`config.mk`:
```
export PLATFORM = sky130hd
export DESIGN_NAME = seg_scan_driver
export DESIGN_NICKNAME = d
export VERILOG_FILES = /design/src/rtl/seg_scan_driver.sv
export SDC_FILE = /design/constraint.sdc
export NUM_CORES = 1
export LEC_CHECK = 0
export ABC_AREA = 1
export CAP_MARGIN = 20
export CORE_AREA = 5 5 85 87
export DETAILED_ROUTE_END_ITERATION = 10
export DIE_AREA = 0 0 90 92
export PLACE_DENSITY_LB_ADDON = 0.3
export SYNTH_ARGS = -nofsm -noshare
export SYNTH_HDL_FRONTEND = slang
export SYNTH_SLANG_ARGS = --single-unit
export TNS_END_PERCENT = 100
```
`constraint.sdc`:
```
create_clock -name clk -period 3.7 [get_ports clk]
set_input_delay 0.74 -clock clk [delete_from_list [all_inputs] [get_ports clk]]
set_output_delay 0.74 -clock clk [all_outputs]
set_load 0.005 [all_outputs]
```
`src/rtl/seg_scan_driver.sv`:
```
// seg_scan_driver
// ---------------------------------------------------------------------------
// Scan controller for a 4-digit time-multiplexed 7-segment display.
// Each digit gets one slot of REFRESH_DIV clocks. In its slot the digit's
// 5-bit code goes to the segment decoder and its active-low anode is driven.
// A new 4-digit frame is captured through a load strobe. It is kept in a
// staging buffer and only becomes the displayed frame at a frame boundary
// (the last cycle of slot 3), so a visible frame never tears.
//
// Optional build macro: SCAN_DEADTIME_EN
//   When defined, the anodes stay off for the first DEAD_CYCLES clocks of
//   every slot to suppress ghosting. code_out and digit_idx still switch at
//   the slot start.
//
// Parameters:
//   REFRESH_DIV  clocks per digit slot (4 .. 2^20)
//   DEAD_CYCLES  anode-off guard clocks per slot (< REFRESH_DIV)
//
// Ports:
//   clk             system clock, rising edge
//   reset           synchronous active-high reset
//   load            one-cycle strobe that captures digit_codes_in/blank_mask
//   digit_codes_in  digit k code in bits [5k+4:5k], digit 0 is rightmost
//   blank_mask      bit k forces digit k blank
//   load_ack        pulse on the first cycle a captured frame is displayed
//   code_out        code for the current digit (16 = blank)
//   an              active-low anode selects
//   digit_idx       index of the current slot
//   frame_tick      pulse on the last cycle of slot 3
// ---------------------------------------------------------------------------
module seg_scan_driver #(
  parameter int REFRESH_DIV = 100000,
  parameter int DEAD_CYCLES = 1000
) (
  input  logic        clk,
  input  logic        reset,
  input  logic        load,
  input  logic [19:0] digit_codes_in,
  input  logic [3:0]  blank_mask,
  output logic        load_ack,
  output logic [4:0]  code_out,
  output logic [3:0]  an,
  output logic [1:0]  digit_idx,
  output logic        frame_tick
);

  // The slot counter must hold both REFRESH_DIV-1 and the guard threshold.
  localparam int CNT_SPAN = (DEAD_CYCLES >= REFRESH_DIV) ? DEAD_CYCLES + 1 : REFRESH_DIV;
  localparam int CW = (CNT_SPAN > 1) ? $clog2(CNT_SPAN) : 1;
  localparam logic [CW-1:0] CNT_LAST = CW'(REFRESH_DIV - 1);
  localparam logic [4:0] BLANK_CODE = 5'b10000;

  // IDLE is the state held in reset. The first clock after reset release
  // enters slot 0 with the counter at 0, so slot 0 gets its full length.
  typedef enum logic {
    ST_IDLE = 1'b0,
    ST_SCAN = 1'b1
  } state_t;

  state_t      state_q, state_d;
  logic [CW-1:0] cnt_q, cnt_d;
  logic [1:0]  idx_q, idx_d;
  logic [19:0] dispCode_q, dispCode_d;
  logic [3:0]  dispBlank_q, dispBlank_d;
  logic [19:0] stageCode_q, stageCode_d;
  logic [3:0]  stageBlank_q, stageBlank_d;
  logic        pending_q, pending_d;
  logic        ack_q, ack_d;
  logic        tick_q, tick_d;
  logic [3:0]  an_q, an_d;
  logic [4:0]  code_q, code_d;

  logic        boundary;
  logic        swap;
  logic [4:0]  selCode;
  logic        selBlank;

  // Next-state logic. The counter and digit index describe the slot that
  // will be visible after the next edge. All outputs are computed from those
  // next-state values so the registered outputs stay aligned with the slot.
  always_comb begin
    state_d      = ST_SCAN;
    cnt_d        = cnt_q;
    idx_d        = idx_q;
    dispCode_d   = dispCode_q;
    dispBlank_d  = dispBlank_q;
    stageCode_d  = stageCode_q;
    stageBlank_d = stageBlank_q;
    pending_d    = pending_q;

    if (state_q == ST_IDLE) begin
      cnt_d = '0;
      idx_d = 2'd0;
    end else if (cnt_q == CNT_LAST) begin
      cnt_d = '0;
      idx_d = idx_q + 2'd1;
    end else begin
      cnt_d = cnt_q + 1'b1;
    end

    // The current cycle is the last cycle of slot 3 (frame_tick is high).
    boundary = (state_q == ST_SCAN) && (cnt_q == CNT_LAST) && (idx_q == 2'd3);
    swap     = boundary && (pending_q || load);

    if (load) begin
      stageCode_d  = digit_codes_in;
      stageBlank_d = blank_mask;
      pending_d    = 1'b1;
    end

    // A load in the boundary cycle bypasses the staging buffer so it is
    // shown immediately in the next frame. Either way only one ack results.
    if (swap) begin
      dispCode_d  = load ? digit_codes_in : stageCode_q;
      dispBlank_d = load ? blank_mask : stageBlank_q;
      pending_d   = 1'b0;
    end

    ack_d  = swap;
    tick_d = (cnt_d == CNT_LAST) && (idx_d == 2'd3);

    case (idx_d)
      2'd0:    begin selCode = dispCode_d[4:0];   selBlank = dispBlank_d[0]; end
      2'd1:    begin selCode = dispCode_d[9:5];   selBlank = dispBlank_d[1]; end
      2'd2:    begin selCode = dispCode_d[14:10]; selBlank = dispBlank_d[2]; end
      default: begin selCode = dispCode_d[19:15]; selBlank = dispBlank_d[3]; end
    endcase
    code_d = selBlank ? BLANK_CODE : selCode;

    an_d        = 4'b1111;
    an_d[idx_d] = 1'b0;
`ifdef SCAN_DEADTIME_EN
    if (cnt_d < CW'(DEAD_CYCLES)) begin
      an_d = 4'b1111;
    end
`endif
  end

  // State and output registers. Reset discards both frames (all digits
  // blank) and any pending load, so no ack can follow a reset.
  always_ff @(posedge clk) begin
    if (reset) begin
      state_q      <= ST_IDLE;
      cnt_q        <= '0;
      idx_q        <= 2'd0;
      dispCode_q   <= '0;
      dispBlank_q  <= 4'b1111;
      stageCode_q  <= '0;
      stageBlank_q <= 4'b1111;
      pending_q    <= 1'b0;
      ack_q        <= 1'b0;
      tick_q       <= 1'b0;
      an_q         <= 4'b1111;
      code_q       <= BLANK_CODE;
    end else begin
      state_q      <= state_d;
      cnt_q        <= cnt_d;
      idx_q        <= idx_d;
      dispCode_q   <= dispCode_d;
      dispBlank_q  <= dispBlank_d;
      stageCode_q  <= stageCode_d;
      stageBlank_q <= stageBlank_d;
      pending_q    <= pending_d;
      ack_q        <= ack_d;
      tick_q       <= tick_d;
      an_q         <= an_d;
      code_q       <= code_d;
    end
  end

  assign load_ack   = ack_q;
  assign code_out   = code_q;
  assign an         = an_q;
  assign digit_idx  = idx_q;
  assign frame_tick = tick_q;

endmodule

```
==> impl_metrics.py <==
metrics = {
    "status": {
        "status": "complete, no violations",
    },
    "sta": {
        "whs_ns": 0.4556,
        "finalSetupViolCount": 0,
        "layout_min_cycle_time_ns": 2.606,
        "fin_tns_setup_ns": 0,
        "drv_slew": 0,
        "rsz0062_at_grt": "no",
        "worst_pin_slew_ns": 0.6120,
        "hold_violations": 0,
        "finClkSkew_ns": 0.007310,
        "relSlewSlack_pct": 59.15,
        "min_period_over_period_pct": 70.44,
        "max_freq_ghz": 0.3837,
    },
    "logic_synthesis": {
        "synth_top_area_share_pct": 43.45,
        "synth_warnings": 0,
        "ys_types": 33,
        "synth-seq-cells": 80,
        "ys_seq_area_share_pct": 43.45,
        "syn_area_per_cell_sq_um": 7.242,
        "yosysTopAreaCell": "dfxtp_1",
        "syn_nets": 538,
        "syn-instance-count": 509,
        "netlist_area_sq_um": 3686,
        "ys_top_cells_by_area": "dfxtp_1 43%, nand2_1 13%, nor2_1 9.8%",
    },
    "grt": {
        "antenna_found_initial": 0,
        "grt_busiest_layer": "met2",
        "grt-ovfl-total": 0,
        "grt_max_degree": 33,
        "grt_usage_pct": 19.19,
        "grtUsageMet2_pct": 32.01,
        "grt_pass1_vias": 3041,
        "grt_pass1_wl_mm": 13.32,
        "grt_use_met3_pct": 3.846,
        "grt_use_met1_pct": 23.82,
    },
    "clock_tree": {
        "cts_setup_buffers": 0,
        "clkSlewWorstSetupHoldPaths_ns": 0.08,
        "cts-root-buf": "clkbuf_8",
        "cts.repair.resized": 0,
        "ctsHtreeMaxLevel": 3,
        "cts_tree": "done",
        "clock_latency_ns": 0.34,
        "numCtsBuffers": 9,
        "cts_hold_buf": 0,
        "cts_sinks": 80,
        "cts_max_path_buffers": 2,
    },
    "flow_run": {
        "maxCapViolations": 0,
    },
    "cells_and_area": {
        "drive_gt1_share_pct": 11.82,
        "nets": 576,
        "syn_to_final_growth_pct": 16.09,
        "antenna_cells": 0,
    },
    "drt": {
        "wl_per_cell_um": 12.40,
        "dr.pass1.iters": 5,
        "drtAntennaViolNets": 0,
        "routed-via-count": 3169,
        "avgViaCountPerCell": 5.054,
        "wirelength_mm": 7.775,
        "dr.first_iter.drc_count": 214,
        "drc": 0,
    },
    "pwr": {
        "power_density_nw_per_um2": 378.2,
        "peakVddDrop_uv": 214.4,
        "power_leakage_nw": 1.845,
    },
    "floorplanning": {
        "die_h_um": 92,
        "start_util_pct": 58.72,
        "core_sq_um": 6277,
        "die_w_um": 90,
        "dieArea_sq_um": 8280,
        "ioPinCount": 40,
        "rows": 29,
    },
    "setup_path": {
        "crit_required_ns": 3.94,
        "cp-end-kind": "flip-flop",
        "cp-start-kind": "flip-flop",
        "cp_max_fo": 29,
        "crit_type": "flip-flop to flip-flop",
        "r2r_slack_ns": 1.09,
        "arrival_ns": 2.85,
    },
    "placed_design": {
        "place_congestion": 0.9005,
        "place.port_buffers": 39,
        "hpwl_mm": 5.610,
    },
    "hold_path": {
        "hold_path_class": "flip-flop to flip-flop",
    },
}
[per-stage QoR]
stage	std cells	total power [mW]	utilization [%]	setup slack, ns	area (sq um)
detailed placement	613	1.004	65.08	0.8360	4085
global route	627	1.684	68.17	0.8332	4279
finish	627	1.618	68.17	1.094	4279
global placement	613	1.001	65.08	0.8823	4085
CTS	627	1.634	68.17	1.084	4279
floorplan	509	0.9615	-	1.629	3686
[cell usage in the layout, fill, tap and decap left out]
| cell type | count |
|---|---|
| buf_2 | 1 |
| nor4_1 | 1 |
| o21ai_0 | 10 |
| a21oi_2 | 6 |
| inv_1 | 60 |
| nor2_2 | 12 |
| dfxtp_1 | 80 |
| nor3_1 | 7 |
| nand2_2 | 8 |
| clkbuf_1 | 1 |
| nand3_2 | 5 |
| or2_2 | 2 |
| clkinv_1 | 3 |
| o21bai_1 | 3 |
| nand3_1 | 26 |
| inv_2 | 4 |
| bufinv_16 | 1 |
| nand4_1 | 14 |
| a21oi_1 | 2 |
| nor3_2 | 1 |
| nor2_8 | 1 |
| buf_4 | 3 |
| o21ai_2 | 6 |
| inv_6 | 1 |
| o21a_1 | 1 |
| nand2_1 | 124 |
| xor2_1 | 3 |
| clkdlybuf4s50_1 | 38 |
| ha_1 | 2 |
| nor2_4 | 2 |
| o221ai_1 | 1 |
| nand3_4 | 1 |
| nor2_1 | 96 |
| clkbuf_8 | 11 |
| mux2i_1 | 13 |
[synth_stat cells]
cell and number:
mux2i_1 13, nand3_4 1, ha_1 2, o21bai_1 3
a21oi_2 6, nor2_2 12, nand4_1 14, o221ai_1 1
nand2_2 8, nor4_1 1, o21ai_0 10, nand3_2 5
nor2_1 96, inv_1 60, clkbuf_1 6, buf_1 2
nor2_4 2, nand2_1 124, o21ai_2 6, clkinv_1 3
nor2_8 1, nand3_1 26, o21a_1 1, nor3_1 7
nor3_2 1, buf_6 4, a21oi_1 2, inv_2 4
xor2_1 3, buf_2 2, or2_2 2, dfxtp_1 80
buf_12 1
[worst max-delay path, stage by stage (launching register included)]
cell     delay (ns)
dfxtp_1        0.44
ha_1           0.27
nand2_2        0.11
nor2_8         0.15
nand3_4        0.11
nor2_4         0.13
nand3_2        0.49
buf_4          0.41
nand2_2        0.08
o21ai_2        0.05
nand2_1        0.07
nand3_1        0.06
nor2_1         0.09
nor2_1         0.04
[sequential cells by signal, indices dropped and copies added (netlist names)]
| name | cells |
|---|---|
| code_out | 5 |
| pending_q | 1 |
| frame_tick | 1 |
| state_q | 1 |
| cnt_q | 17 |
| digit_idx | 2 |
| an | 4 |
| dispBlank_q | 4 |
| dispCode_q | 20 |
| stageBlank_q | 4 |
| stageCode_q | 20 |
| load_ack | 1 |
[final cells by class]
class	count	area [sq um]
clock buffer	12	155.1
inverter	67	251.5
sequential	80	1602
fill	508	1998
timing repair buffer	42	407.9
tap	77	96.34
multi-input combinational	347	1728
clock inverter	2	38.79
[final timing paths]
path / start / to / depth (start not counted)
worst max-delay path: cnt_q[0] / code_out[1] / 13
worst min register to register: stageBlank_q[3] / stageBlank_q[3] / 2
worst max register to register: cnt_q[0] / code_out[1] / 13
worst min-delay path: stageBlank_q[3] / stageBlank_q[3] / 2
[routing by layer]
metal / wire length [um] / up-vias
li1: - / 1653
met3: 387 / 21
met4: 207 / 0
met2: 3741 / 86
met5: 0 / -
met1: 3439 / 1409
[power by group]
part           internal, mW  switching, mW
combinational        0.0445         0.0530
clock                 0.344          0.290
sequential            0.879        0.00768
[cell families (layout without fill, tap and decap cells)]
family	Yosys count	count (layout)	share of synthesized area, %
simple gates	300	300	36.42
buf+inv	82	123	9.674
flops	80	80	43.45
compound gates	29	29	5.533
mux	13	13	3.530
xor+xnor	3	3	0.7130
fa+ha+maj	2	2	0.6788
No activity file was read; power rests on OpenSTA's default activity.
